[config.mk]
export PLATFORM = sky130hd
export DESIGN_NAME = limn2600_bus_arbiter
export DESIGN_NICKNAME = d
export VERILOG_FILES = /design/src/rtl/limn2600_bus_pkg.sv /design/src/rtl/limn2600_rr_picker.sv /design/src/rtl/limn2600_bus_arbiter.sv
export SDC_FILE = /design/constraint.sdc
export NUM_CORES = 1
export LEC_CHECK = 0
export CORE_AREA = 2 2 107 109
export CTS_CLUSTER_DIAMETER = 80
export DETAILED_ROUTE_END_ITERATION = 16
export DIE_AREA = 0 0 109 111
export PLACE_DENSITY = 0.65
export RECOVER_POWER = 25
export REMOVE_ABC_BUFFERS = 1
export SETUP_SLACK_MARGIN = 0.4
export SLEW_MARGIN = 40
export SYNTH_ARGS = -nofsm -noshare
export SYNTH_HDL_FRONTEND = slang
export SYNTH_SLANG_ARGS = --single-unit
[constraint.sdc]
create_clock -name clk -period 1.59 [get_ports clk]
set_input_delay 0.159 -clock clk [delete_from_list [all_inputs] [get_ports clk]]
set_output_delay 0.159 -clock clk [all_outputs]
set_load 0.005 [all_outputs]
[src/rtl/limn2600_bus_pkg.sv]
// Shared definitions for the limn2600 SRAM bus arbiter: FSM encoding,
// default widths and the watchdog counter sizing helper.
package limn2600_bus_pkg;

    typedef enum logic [0:0] {
        ST_IDLE = 1'b0,
        ST_BUSY = 1'b1
    } bus_state_e;

    localparam int DEF_NUM_MASTERS = 2;
    localparam int DEF_ADDR_W      = 32;
    localparam int DEF_DATA_W      = 32;
    localparam int DEF_TIMEOUT     = 255;

    // A disabled watchdog still gets a 1-bit counter so the port widths stay legal.
    function automatic int wdog_width(input int timeout);
        if (timeout < 1) begin
            return 1;
        end else begin
            return $clog2(timeout + 1);
        end
    endfunction

endpackage

[src/rtl/limn2600_rr_picker.sv]
// Combinational round-robin selector: returns the first requester strictly
// after `last` in circular order, wrapping back to `last` itself.
module limn2600_rr_picker
    import limn2600_bus_pkg::*;
#(
    parameter int N     = DEF_NUM_MASTERS,
    parameter int IDX_W = $clog2(N)
) (
    input  logic [N-1:0]     req,
    input  logic [IDX_W-1:0] last,
    output logic             valid,
    output logic [IDX_W-1:0] next
);

    // Scan from farthest to nearest so the nearest requester after `last` wins.
    always_comb begin
        int               tmp;
        logic [IDX_W-1:0] cand;
        tmp   = 0;
        cand  = '0;
        valid = 1'b0;
        next  = last;
        for (int i = N; i >= 1; i--) begin
            tmp  = (int'(last) + i) % N;
            cand = IDX_W'(tmp);
            if (req[cand]) begin
                valid = 1'b1;
                next  = cand;
            end else begin
                valid = valid;
            end
        end
    end

endmodule

[src/rtl/limn2600_bus_arbiter.sv]
// Round-robin arbiter sharing one SRAM slave port between several masters,
// with a bus watchdog that aborts transactions the slave never completes.
module limn2600_bus_arbiter
    import limn2600_bus_pkg::*;
#(
    parameter int NUM_MASTERS = DEF_NUM_MASTERS,
    parameter int ADDR_W      = DEF_ADDR_W,
    parameter int DATA_W      = DEF_DATA_W,
    parameter int TIMEOUT     = DEF_TIMEOUT
) (
    input  logic                          clk,
    input  logic                          rst,
    input  logic [NUM_MASTERS-1:0]        m_cs,
    input  logic [NUM_MASTERS-1:0]        m_we,
    input  logic [NUM_MASTERS*ADDR_W-1:0] m_addr,
    input  logic [NUM_MASTERS*DATA_W-1:0] m_wdata,
    output logic [DATA_W-1:0]             m_rdata,
    output logic [NUM_MASTERS-1:0]        m_rdy,
    output logic [NUM_MASTERS-1:0]        m_err,
    output logic                          s_cs,
    output logic                          s_we,
    output logic [ADDR_W-1:0]             s_addr,
    output logic [DATA_W-1:0]             s_wdata,
    input  logic [DATA_W-1:0]             s_rdata,
    input  logic                          s_rdy,
    output logic [NUM_MASTERS-1:0]        grant,
    output logic                          busy
);

    localparam int IDX_W = $clog2(NUM_MASTERS);
    localparam int WD_W  = wdog_width(TIMEOUT);
    localparam logic [WD_W-1:0] WD_LIMIT = (TIMEOUT == 0) ? '0 : WD_W'(TIMEOUT - 1);
    localparam logic [WD_W-1:0] WD_MAX   = '1;
    localparam logic [IDX_W-1:0] LAST_RST = IDX_W'(NUM_MASTERS - 1);

    bus_state_e             state_q, state_d;
    logic [IDX_W-1:0]       owner_q, owner_d;
    logic [IDX_W-1:0]       last_q,  last_d;
    logic [WD_W-1:0]        wdog_q,  wdog_d;
    logic [NUM_MASTERS-1:0] m_err_q, m_err_d;

    logic                   pick_valid_s;
    logic [IDX_W-1:0]       pick_idx_s;
    logic                   own_cs_s;
    logic                   wd_expire_s;

    limn2600_rr_picker #(
        .N     (NUM_MASTERS),
        .IDX_W (IDX_W)
    ) u_picker (
        .req   (m_cs),
        .last  (last_q),
        .valid (pick_valid_s),
        .next  (pick_idx_s)
    );

    assign own_cs_s    = m_cs[owner_q];
    assign wd_expire_s = (TIMEOUT != 0) && (wdog_q == WD_LIMIT);

    // Slave-side muxing and master-side steering, all decoded from the current owner.
    always_comb begin
        busy    = (state_q == ST_BUSY);
        grant   = '0;
        s_cs    = 1'b0;
        s_we    = 1'b0;
        s_addr  = m_addr[int'(owner_q) * ADDR_W +: ADDR_W];
        s_wdata = m_wdata[int'(owner_q) * DATA_W +: DATA_W];
        m_rdata = s_rdata;
        if (state_q == ST_BUSY) begin
            grant[owner_q] = 1'b1;
            s_cs           = own_cs_s;
            s_we           = m_we[owner_q];
        end else begin
            grant = '0;
        end
        m_rdy = grant & {NUM_MASTERS{s_rdy & own_cs_s}};
        m_err = m_err_q;
    end

    // Next-state logic; completion outranks abandon, which outranks the watchdog.
    always_comb begin
        state_d = state_q;
        owner_d = owner_q;
        last_d  = last_q;
        wdog_d  = wdog_q;
        m_err_d = '0;
        case (state_q)
            ST_IDLE: begin
                if (pick_valid_s) begin
                    state_d = ST_BUSY;
                    owner_d = pick_idx_s;
                    wdog_d  = '0;
                end else begin
                    state_d = ST_IDLE;
                end
            end
            ST_BUSY: begin
                if (s_rdy || !own_cs_s) begin
                    state_d = ST_IDLE;
                    last_d  = owner_q;
                end else if (wd_expire_s) begin
                    state_d          = ST_IDLE;
                    last_d           = owner_q;
                    m_err_d[owner_q] = 1'b1;
                end else if (wdog_q != WD_MAX) begin
                    wdog_d = wdog_q + 1'b1;
                end else begin
                    wdog_d = wdog_q;
                end
            end
            default: begin
                state_d = ST_IDLE;
            end
        endcase
    end

    // State registers; reset leaves master 0 first in line.
    always_ff @(posedge clk or negedge rst) begin
        if (!rst) begin
            state_q <= ST_IDLE;
            owner_q <= '0;
            last_q  <= LAST_RST;
            wdog_q  <= '0;
            m_err_q <= '0;
        end else begin
            state_q <= state_d;
            owner_q <= owner_d;
            last_q  <= last_d;
            wdog_q  <= wdog_d;
            m_err_q <= m_err_d;
        end
    end

endmodule

==> impl_results.html, run 1 <==
<table>
<tr><th>Metric</th><th>Value</th></tr>
<tr><th colspan="2">Synthesis</th></tr>
<tr><td>Number of cells produced by synthesis</td><td>190</td></tr>
<tr><td>Average footprint of a synthesized cell</td><td>9.34 um^2</td></tr>
<tr><td>Adder-cell area share of the yosys netlist</td><td>under 10%</td></tr>
<tr><td>Synthesized cell area</td><td>between 1500 and 2000 um^2</td></tr>
<tr><td>Number of storage elements in the synthesis netlist</td><td>13</td></tr>
<tr><td>Simple-gate portion of the synthesized area</td><td>~12%</td></tr>
<tr><td>Number of enable-type register cells in the synthesized netlist</td><td>0</td></tr>
<tr><td>Multiplexer share of the synthesized area</td><td>a little over two fifths</td></tr>
<tr><td>Fraction of synthesis flops using an asynchronous set or reset pin</td><td>100%</td></tr>
<tr><td>Post-synth top area cell</td><td>sky130_fd_sc_hd__mux2_2</td></tr>
<tr><td>Fraction of the mapped netlist area in compound gates</td><td>about a tenth</td></tr>
<tr><td>Register area share after synthesis</td><td>between 10% and 20%</td></tr>
<tr><td>Cell types occupying the most area after synthesis</td><td>sky130_fd_sc_hd__mux2_2 41%, sky130_fd_sc_hd__dfrtp_1 17%, sky130_fd_sc_hd__buf_4 14%, sky130_fd_sc_hd__nand2_1 3.4%, sky130_fd_sc_hd__mux2i_1 2.3%</td></tr>
<tr><td>XOR/XNOR Fraction of Synth Area</td><td>0%</td></tr>
<tr><td>Dominant combinational cell family by area after synthesis</td><td>multiplexers</td></tr>
<tr><td>Proportion of netlist area held by the largest area contributor</td><td>between 40 and 50%</td></tr>
<tr><td>Number of different library cells in the post-synthesis netlist</td><td>34</td></tr>
<tr><td>Yosys Warn Count</td><td>0</td></tr>
<tr><td>Most instantiated flip-flop cell in the synthesis netlist</td><td>sky130_fd_sc_hd__dfrtp_1</td></tr>
<tr><th colspan="2">Worst setup path</th></tr>
<tr><td>Endpoint arrival time on the critical path</td><td>2.05 ns</td></tr>
<tr><td>WP buf/inv</td><td>3</td></tr>
<tr><td>Capture instance of the worst register-to-register path</td><td>wdog_q[1]</td></tr>
<tr><td>Capturing element type of the critical path</td><td>flop</td></tr>
<tr><td>Kind of critical path</td><td>reg -&gt; reg</td></tr>
<tr><td>Origin of the critical flop-to-flop path</td><td>owner_q</td></tr>
<tr><td>FF-to-FF setup slack</td><td>-0.31 ns</td></tr>
<tr><td>Cell breakdown of the critical path</td><td>buf_8, buf_6, mux2i_4, buf_6, or3_4, nor2_2, mux2i_1</td></tr>
<tr><td>Number of cells on the worst reg-to-reg path</td><td>7</td></tr>
<tr><td>Cell type group with the largest total delay on the critical path</td><td>simple AND/OR/NAND/NOR gates</td></tr>
<tr><td>Required time of the critical path</td><td>about 1.8 ns</td></tr>
<tr><td>Timing startpoint of the critical path</td><td>owner_q</td></tr>
<tr><td>Library cell appearing most often on the critical path</td><td>sky130_fd_sc_hd__buf_6</td></tr>
<tr><td>Cell with the largest stage delay on the worst path</td><td>sky130_fd_sc_hd__dfrtp_4</td></tr>
<tr><td>CP peak stage delay</td><td>0.50 ns</td></tr>
<tr><td>CP Launch Type</td><td>flop</td></tr>
<tr><td>Maximum fanout along the worst path</td><td>4</td></tr>
<tr><th colspan="2">Global routing</th></tr>
<tr><td>Largest net degree at the start of global routing</td><td>14</td></tr>
<tr><td>First-pass GRT wire length</td><td>roughly 17 mm</td></tr>
<tr><td>Overall routing resource usage</td><td>a little under 20%</td></tr>
<tr><td>Number of global-route vias before repair</td><td>2583</td></tr>
<tr><td>Initial antenna violation count</td><td>0</td></tr>
<tr><td>Overflow left after global routing</td><td>0</td></tr>
<tr><th colspan="2">Worst hold path</th></tr>
<tr><td>Path category of the worst min-delay check</td><td>in -&gt; async</td></tr>
<tr><th colspan="2">Floorplan</th></tr>
<tr><td>Core box area</td><td>11100 um^2</td></tr>
<tr><td>Number of top-level design ports</td><td>approximately 270</td></tr>
<tr><td>Initial standard-cell utilization of the core</td><td>about 16%</td></tr>
<tr><td>Area of the die</td><td>12100 um^2</td></tr>
<tr><td>Die X</td><td>roughly 110 um</td></tr>
<tr><td>Number of rows in the core area</td><td>39</td></tr>
<tr><td>Vertical die dimension</td><td>~110 um</td></tr>
<tr><th colspan="2">Timing</th></tr>
<tr><td>RSZ-0062 raised after global routing</td><td>true</td></tr>
<tr><td>Maximum achievable frequency</td><td>0.527 GHz</td></tr>
<tr><td>Shortest clock period the worst path allows after layout</td><td>between 1.5 and 2 ns</td></tr>
<tr><td>Worst setup margin</td><td>-0.309 ns</td></tr>
<tr><td>Slew @ Worst Pin</td><td>between 0.6 and 0.7 ns</td></tr>
<tr><td>Final Slew Violations</td><td>0</td></tr>
<tr><td>Worst setup skew after layout</td><td>0.00366 ns</td></tr>
<tr><td>Final setup violating endpoints</td><td>80</td></tr>
<tr><td>Fin. Hold Viols</td><td>0</td></tr>
<tr><td>Max transition margin</td><td>59.7%</td></tr>
<tr><td>Period utilisation layout</td><td>119%</td></tr>
<tr><th colspan="2">Clock network</th></tr>
<tr><td>Number of sinks driven by the clock tree</td><td>13</td></tr>
<tr><td>Clock slew seen by the registers of the worst setup and hold paths</td><td>approximately 0.050 ns</td></tr>
<tr><td>Hold-fix buffer count after cts</td><td>0</td></tr>
<tr><td>Clock tree root buffer cell</td><td>sky130_fd_sc_hd__clkbuf_16</td></tr>
<tr><td>Latest clock arrival within the worst-skew pair</td><td>between 0.2 and 0.25 ns</td></tr>
<tr><td>H-tree Lvls</td><td>1</td></tr>
<tr><td>Clock buffers created by TritonCTS</td><td>3</td></tr>
<tr><td>CTS tree</td><td>built</td></tr>
<tr><td>Bufs on Longest Clock Path</td><td>2</td></tr>
<tr><th colspan="2">Flow run</th></tr>
<tr><td>Number of max-capacitance violations reported</td><td>0</td></tr>
<tr><th colspan="2">Run status</th></tr>
<tr><td>Violated checks</td><td>negative setup slack</td></tr>
<tr><td>Status</td><td>complete, but fails checks</td></tr>
<tr><th colspan="2">Power and ir drop</th></tr>
<tr><td>Worst IR Drop VDD</td><td>~0.72 mV</td></tr>
<tr><td>Leakage component of the power</td><td>0.00204 uW</td></tr>
<tr><td>Power density relative to cell area</td><td>between 1000 and 1500 nW/um^2</td></tr>
<tr><th colspan="2">Cells and area</th></tr>
<tr><td>Proportion of layout cells with a drive suffix above 1</td><td>53.0%</td></tr>
<tr><td>Area Overhead vs Synth</td><td>167%</td></tr>
<tr><td>Count of inserted antenna diode cells</td><td>0</td></tr>
<tr><td>Number of nets in the finished design</td><td>a little under 600</td></tr>
<tr><td>Post-route cell area</td><td>between 4000 and 5000 um^2</td></tr>
<tr><th colspan="2">Detailed routing</th></tr>
<tr><td>TritonRoute pass-1 iters</td><td>5</td></tr>
<tr><td>DRC marker count from the first detailed-route iteration</td><td>between 90 and 100</td></tr>
<tr><td>Drt drc</td><td>0</td></tr>
<tr><td>Routed vias</td><td>about 2500</td></tr>
<tr><td>Drt wl/cell</td><td>22.8 um</td></tr>
<tr><td>Routed vias/inst</td><td>4.42</td></tr>
<tr><td>Total Wirelength</td><td>between 10 and 15 mm</td></tr>
<tr><td>Antenna viol nets, final</td><td>0</td></tr>
<tr><th colspan="2">Placed design</th></tr>
<tr><td>Number of buffers added on ports</td><td>between 200 and 250</td></tr>
<tr><td>GP Congestion</td><td>between 0.8 and 0.9</td></tr>
<tr><td>Post-Place Cell Area</td><td>between 3000 and 4000 um^2</td></tr>
<tr><td>Post-DP HPWL</td><td>about 9.9 mm</td></tr>
<tr><td>Worst setup slack after placement</td><td>-0.293 ns</td></tr>
</table>
[cells in the mapped netlist, types with 2 or more instances]
master,instances
sky130_fd_sc_hd__nor3_1,2
sky130_fd_sc_hd__o21ba_2,2
sky130_fd_sc_hd__mux2_2,64
sky130_fd_sc_hd__and3_1,5
sky130_fd_sc_hd__o21ai_0,3
sky130_fd_sc_hd__inv_1,2
sky130_fd_sc_hd__nor2_1,10
sky130_fd_sc_hd__clkbuf_1,5
sky130_fd_sc_hd__dfrtp_1,12
sky130_fd_sc_hd__nand2_1,16
sky130_fd_sc_hd__or3_1,2
sky130_fd_sc_hd__buf_2,2
sky130_fd_sc_hd__nand3_1,4
sky130_fd_sc_hd__a21oi_1,3
sky130_fd_sc_hd__mux2i_1,4
sky130_fd_sc_hd__ha_1,2
sky130_fd_sc_hd__a31oi_1,2
sky130_fd_sc_hd__buf_4,33
sky130_fd_sc_hd__o31ai_1,2
[worst max path at each step]
stage	to	cells past startpoint
after CTS	wdog_q[1]	7
final	wdog_q[1]	7
after detailed placement	wdog_q[3]	6
after floorplan	wdog_q[7]	4
after global routing	wdog_q[1]	7
after global placement	wdog_q[3]	6
[where the power goes]
group / switching, uW / internal [uW]
Clock: 136 / 338
Sequential: 81.4 / 410
Combinational: 1830 / 3490
Total: 2050 / 4230
[metrics by stage]
stage,total power (uW),hold WS (ns),util (%),cells,TNS (ns)
3_3_place_gp,3820,0.318,35.3,517,-8.11
6_report,6280,0.301,42.8,562,-13.55
3_5_place_dp,3820,0.318,35.3,517,-8.14
2_1_floorplan,1780,-0.137,-,149,-65.50
5_1_grt,6650,0.318,42.8,562,-16.74
4_1_cts,5780,0.318,40.8,551,-10.92
[state kept, by name, indices dropped and copies added (netlist names)]
signal   flops
last_q       1
wdog_q       8
m_err        2
busy         1
owner_q      1
[repair_timing]
action | 4_1_cts | 5_1_grt
setup endpoints to repair | 85 | 83
setup buffers | 24 | 9
pin swaps | 12 | 7
gates cloned | 6 | 2
resized for setup | 386 | 39
[routing by layer]
| layer | track usage, % | share of wire (%) |
|---|---|---|
| met3 | 16.0 | 18 |
| met1 | 23.7 | 40 |
| met5 | 3.13 | 0.36 |
| met2 | 27.5 | 41 |
| met4 | 1.03 | 0.90 |
[cells in the final DEF (no fill, tap or decap), drive strengths merged]
master,synthesis,layout
mux2,64,64
nand3,4,4
o21ai,3,3
a31oi,2,2
o41ai,1,1
mux2i,4,4
o22a,1,1
nand2,16,16
dlygate4sd2,0,2
or3,2,2
a2111oi,1,1
dfstp,1,1
o211ai,1,1
dfrtp,12,12
clkdlybuf4s50,0,134
o21ba,2,2
a21oi,3,3
nand2b,1,1
buf,36,121
inv,3,3
a32o,1,1
or4,1,1
o31ai,2,2
or2,1,1
nor3,3,3
nor2,10,10
a311oi,1,1
o311ai,1,1
and3,5,5
ha,2,2
clkbuf,5,12
a211oi,1,1
clkdlybuf4s15,0,1
[kinds of logic after synthesis]
kind of cell | count (synthesis)
AO/OA/AOI/OAI | 20
AND/OR/NAND/NOR | 43
multiplexers | 68
buffers and inverters | 44
flip-flops | 13
adder cells (fa/ha/maj) | 2
[cell type report]
cell class	instances	area, um^2
clock buffers	4	78.8
fillers	1082	6340
inverters	3	11.3
multi-input cells	133	1340
flip-flops and latches	13	330
well taps	143	179
repair buffers	266	2800
Power figures use the tool's default switching activity.
==> inputs of run 2 (changes only) <==
- CTS_BUF_LIST: unset -> sky130_fd_sc_hd__clkbuf_4 sky130_fd_sc_hd__clkbuf_8 sky130_fd_sc_hd__clkbuf_16
- PLACE_DENSITY: 0.65 -> 0.61
- SETUP_SLACK_MARGIN: 0.4 -> unset
==> impl_results.html, run 2 (synthesized netlist as in run 1, its figures left out) <==
<table>
<tr><th>Metric</th><th>Value</th></tr>
<tr><th colspan="2">Timing</th></tr>
<tr><td>Max transition margin</td><td>70.7% (+11 points)</td></tr>
<tr><td>Final Slew Violations</td><td>0 (unchanged)</td></tr>
<tr><td>Slew @ Worst Pin</td><td>0.438 ns (-0.164 ns)</td></tr>
<tr><td>Shortest clock period the worst path allows after layout</td><td>1.77 ns (-0.131 ns)</td></tr>
<tr><td>Worst setup margin</td><td>-0.178 ns (+0.131 ns)</td></tr>
<tr><td>Period utilisation layout</td><td>111% (-8.2 points)</td></tr>
<tr><td>Fin. Hold Viols</td><td>0 (unchanged)</td></tr>
<tr><td>RSZ-0062 raised after global routing</td><td>true</td></tr>
<tr><td>Maximum achievable frequency</td><td>0.566 GHz (+7.4%)</td></tr>
<tr><td>Final worst hold slack</td><td>0.227 ns (-0.0743 ns)</td></tr>
<tr><td>Final setup violating endpoints</td><td>63 (-21%)</td></tr>
<tr><td>Worst setup skew after layout</td><td>0.00184 ns (-0.00182 ns)</td></tr>
<tr><th colspan="2">Worst setup path</th></tr>
<tr><td>Capture instance of the worst register-to-register path</td><td>wdog_q[3]</td></tr>
<tr><td>Endpoint arrival time on the critical path</td><td>1.61 ns (-0.44 ns)</td></tr>
<tr><td>Required time of the critical path</td><td>1.43 ns (-0.32 ns)</td></tr>
<tr><td>Origin of the critical flop-to-flop path</td><td>owner_q</td></tr>
<tr><td>FF-to-FF setup slack</td><td>-0.15 ns (+0.16 ns)</td></tr>
<tr><td>Maximum fanout along the worst path</td><td>5 (+1)</td></tr>
<tr><td>Kind of critical path</td><td>reg -&gt; out</td></tr>
<tr><td>CP Launch Type</td><td>flop</td></tr>
<tr><td>Capturing element type of the critical path</td><td>output pin</td></tr>
<tr><td>Number of cells on the worst reg-to-reg path</td><td>6 (-1)</td></tr>
<tr><th colspan="2">Floorplan</th></tr>
<tr><td>Die X</td><td>109 um (unchanged)</td></tr>
<tr><td>Core box area</td><td>11100 um^2 (unchanged)</td></tr>
<tr><td>Area of the die</td><td>12100 um^2 (unchanged)</td></tr>
<tr><td>Number of top-level design ports</td><td>272 (unchanged)</td></tr>
<tr><td>Vertical die dimension</td><td>111 um (unchanged)</td></tr>
<tr><td>Initial standard-cell utilization of the core</td><td>16.0% (unchanged)</td></tr>
<tr><td>Number of rows in the core area</td><td>39 (unchanged)</td></tr>
<tr><th colspan="2">Cells and area</th></tr>
<tr><td>Number of nets in the finished design</td><td>577 (-2.0%)</td></tr>
<tr><td>Filler cells</td><td>1115 (+3.0%)</td></tr>
<tr><td>Count of inserted antenna diode cells</td><td>0 (unchanged)</td></tr>
<tr><td>Leading cell type in the layout, fill and taps excluded</td><td>sky130_fd_sc_hd__clkdlybuf4s50_1</td></tr>
<tr><td>Area of the multi-input gates</td><td>1320 um^2 (-2.1%)</td></tr>
<tr><td>Flip-flop count of the largest register, all copies and words added</td><td>8 (unchanged)</td></tr>
<tr><td>Proportion of layout cells with a drive suffix above 1</td><td>47.7% (-5.3 points)</td></tr>
<tr><td>Area taken by flip-flops and latches</td><td>328 um^2 (-0.76%)</td></tr>
<tr><td>Post-route cell area</td><td>4480 um^2 (-5.4%)</td></tr>
<tr><td>Reg with most FFs</td><td>wdog_q</td></tr>
<tr><td>Area Overhead vs Synth</td><td>153%</td></tr>
<tr><td>Commonest cells after routing, fill and taps aside</td><td>137 x sky130_fd_sc_hd__clkdlybuf4s50_1, 49 x sky130_fd_sc_hd__buf_6, 44 x sky130_fd_sc_hd__mux2_2, 25 x sky130_fd_sc_hd__buf_4, 20 x sky130_fd_sc_hd__mux2_4</td></tr>
<tr><th colspan="2">Placed design</th></tr>
<tr><td>GP Congestion</td><td>0.817 (-1.5%)</td></tr>
<tr><td>Post-Place Cell Area</td><td>4000 um^2 (+2.4%)</td></tr>
<tr><td>Post-DP HPWL</td><td>9.16 mm (-7.1%)</td></tr>
<tr><td>Number of buffers added on ports</td><td>207 (unchanged)</td></tr>
<tr><td>Worst setup slack after placement</td><td>-0.307 ns (-0.0142 ns)</td></tr>
<tr><th colspan="2">Power and ir drop</th></tr>
<tr><td>Worst IR Drop VDD</td><td>0.536 mV (-26%)</td></tr>
<tr><td>Leakage component of the power</td><td>0.00193 uW (-5.2%)</td></tr>
<tr><td>Power density relative to cell area</td><td>1210 nW/um^2 (-8.9%)</td></tr>
<tr><th colspan="2">Detailed routing</th></tr>
<tr><td>Routed vias</td><td>2371 (-4.5%)</td></tr>
<tr><td>Drt wl/cell</td><td>20.8 um (-8.7%)</td></tr>
<tr><td>Antenna viol nets, final</td><td>0 (unchanged)</td></tr>
<tr><td>Routed vias/inst</td><td>4.31 (-2.5%)</td></tr>
<tr><td>Drt drc</td><td>0 (unchanged)</td></tr>
<tr><td>DRC marker count from the first detailed-route iteration</td><td>61 (-35%)</td></tr>
<tr><td>Total Wirelength</td><td>11.5 mm (-11%)</td></tr>
<tr><td>TritonRoute pass-1 iters</td><td>4 (-1)</td></tr>
<tr><th colspan="2">Clock network</th></tr>
<tr><td>Clock buffers created by TritonCTS</td><td>3 (unchanged)</td></tr>
<tr><td>Bufs on Longest Clock Path</td><td>2 (unchanged)</td></tr>
<tr><td>Latest clock arrival within the worst-skew pair</td><td>0.24 ns (about the same)</td></tr>
<tr><td>Clock slew seen by the registers of the worst setup and hold paths</td><td>0.05 ns (about the same)</td></tr>
<tr><td>Clock tree root buffer cell</td><td>sky130_fd_sc_hd__clkbuf_16</td></tr>
<tr><td>H-tree Lvls</td><td>1 (unchanged)</td></tr>
<tr><td>Number of sinks driven by the clock tree</td><td>13 (unchanged)</td></tr>
<tr><td>CTS tree</td><td>built</td></tr>
<tr><td>Hold-fix buffer count after cts</td><td>0 (unchanged)</td></tr>
<tr><th colspan="2">Global routing</th></tr>
<tr><td>Initial antenna violation count</td><td>0 (unchanged)</td></tr>
<tr><td>Overall routing resource usage</td><td>17.9% (-1.6 points)</td></tr>
<tr><td>Overflow left after global routing</td><td>0 (unchanged)</td></tr>
<tr><td>Number of global-route vias before repair</td><td>2515 (-2.6%)</td></tr>
<tr><td>Largest net degree at the start of global routing</td><td>14 (unchanged)</td></tr>
<tr><td>First-pass GRT wire length</td><td>15.7 mm (-6.7%)</td></tr>
<tr><th colspan="2">Run status</th></tr>
<tr><td>Violated checks</td><td>negative setup slack</td></tr>
<tr><td>Status</td><td>complete, but fails checks</td></tr>
<tr><th colspan="2">Worst hold path</th></tr>
<tr><td>Path category of the worst min-delay check</td><td>in -&gt; async</td></tr>
<tr><th colspan="2">Flow run</th></tr>
<tr><td>Number of max-capacitance violations reported</td><td>0 (unchanged)</td></tr>
</table>
==> run 2: cell types whose count changed in the layout (fill, tap and decap cells not counted), moves of 4 or more <==
cell	before	now
sky130_fd_sc_hd__dlygate4sd2_1	2	10
sky130_fd_sc_hd__mux2_4	15	20
sky130_fd_sc_hd__buf_4	15	25
sky130_fd_sc_hd__mux2_2	49	44
sky130_fd_sc_hd__buf_6	71	49
sky130_fd_sc_hd__buf_2	19	15
==> run 2: area by class of cell <==
cell class | count | share of cell area, %
inverters | 3 | 0.251
clock buffers | 3 | 1.67
clock inverters | 1 | 0.112
well taps | 143 | 3.99
flip-flops and latches | 13 | 7.31
multi-input cells | 133 | 29.3
repair buffers | 254 | 57.3
==> run 2: worst max-delay path, cell delays in order (launching register included) <==
cell	delay (ns)
sky130_fd_sc_hd__dfrtp_2	0.45
sky130_fd_sc_hd__buf_12	0.16
sky130_fd_sc_hd__buf_12	0.13
sky130_fd_sc_hd__buf_8	0.12
sky130_fd_sc_hd__buf_6	0.10
sky130_fd_sc_hd__mux2_4	0.29
sky130_fd_sc_hd__buf_6	0.12
==> run 2: through the flow <==
step	setup TNS, ns	util [%]	total power [uW]	std cells
after global routing	-7.33	40.5	5740	550
after floorplan	-65.50	-	1780	149
final	-4.54	40.5	5410	550
after global placement	-6.12	36.1	3940	528
after CTS	-4.76	40.3	5530	550
after detailed placement	-6.24	36.1	3930	528
==> run 2: worst max path at each step <==
stage | start | end | slack [ns] | cells after the start
global route | owner_q | wdog_q[3] | -0.21 | 6
finish | owner_q | s_addr[0] | -0.18 | 6
floorplan | owner_q | wdog_q[7] | -1.64 | 4
global placement | m_cs[1] | wdog_q[3] | -0.31 | 6
CTS | owner_q | s_addr[0] | -0.18 | 6
detailed placement | m_cs[0] | wdog_q[3] | -0.31 | 6
==> run 2: metal layers <==
metal	GRT usage [%]	vias to the layer above	wire [um]	share of wire [%]
met2	26.8	173	4750	41
met4	2.14	0	77	0.67
met3	12.3	8	2080	18
met1	21.6	1099	4560	40
met5	0	-	0	0
li1	-	1091	-	-
==> run 2: timing repair <==
action,CTS,global route
gates resized for setup,328,28
gates cloned,6,0
pin swaps,5,3
setup buffers,12,5
setup endpoints to repair,77,81
==> run 2: where the power goes <==
part | switching [uW] | leakage (uW) | internal (uW)
sequential | 77.1 | 0.000171 | 404
clock | 145 | 0.0000409 | 335
combinational | 1560 | 0.00172 | 2900
total | 1780 | 0.00193 | 3630
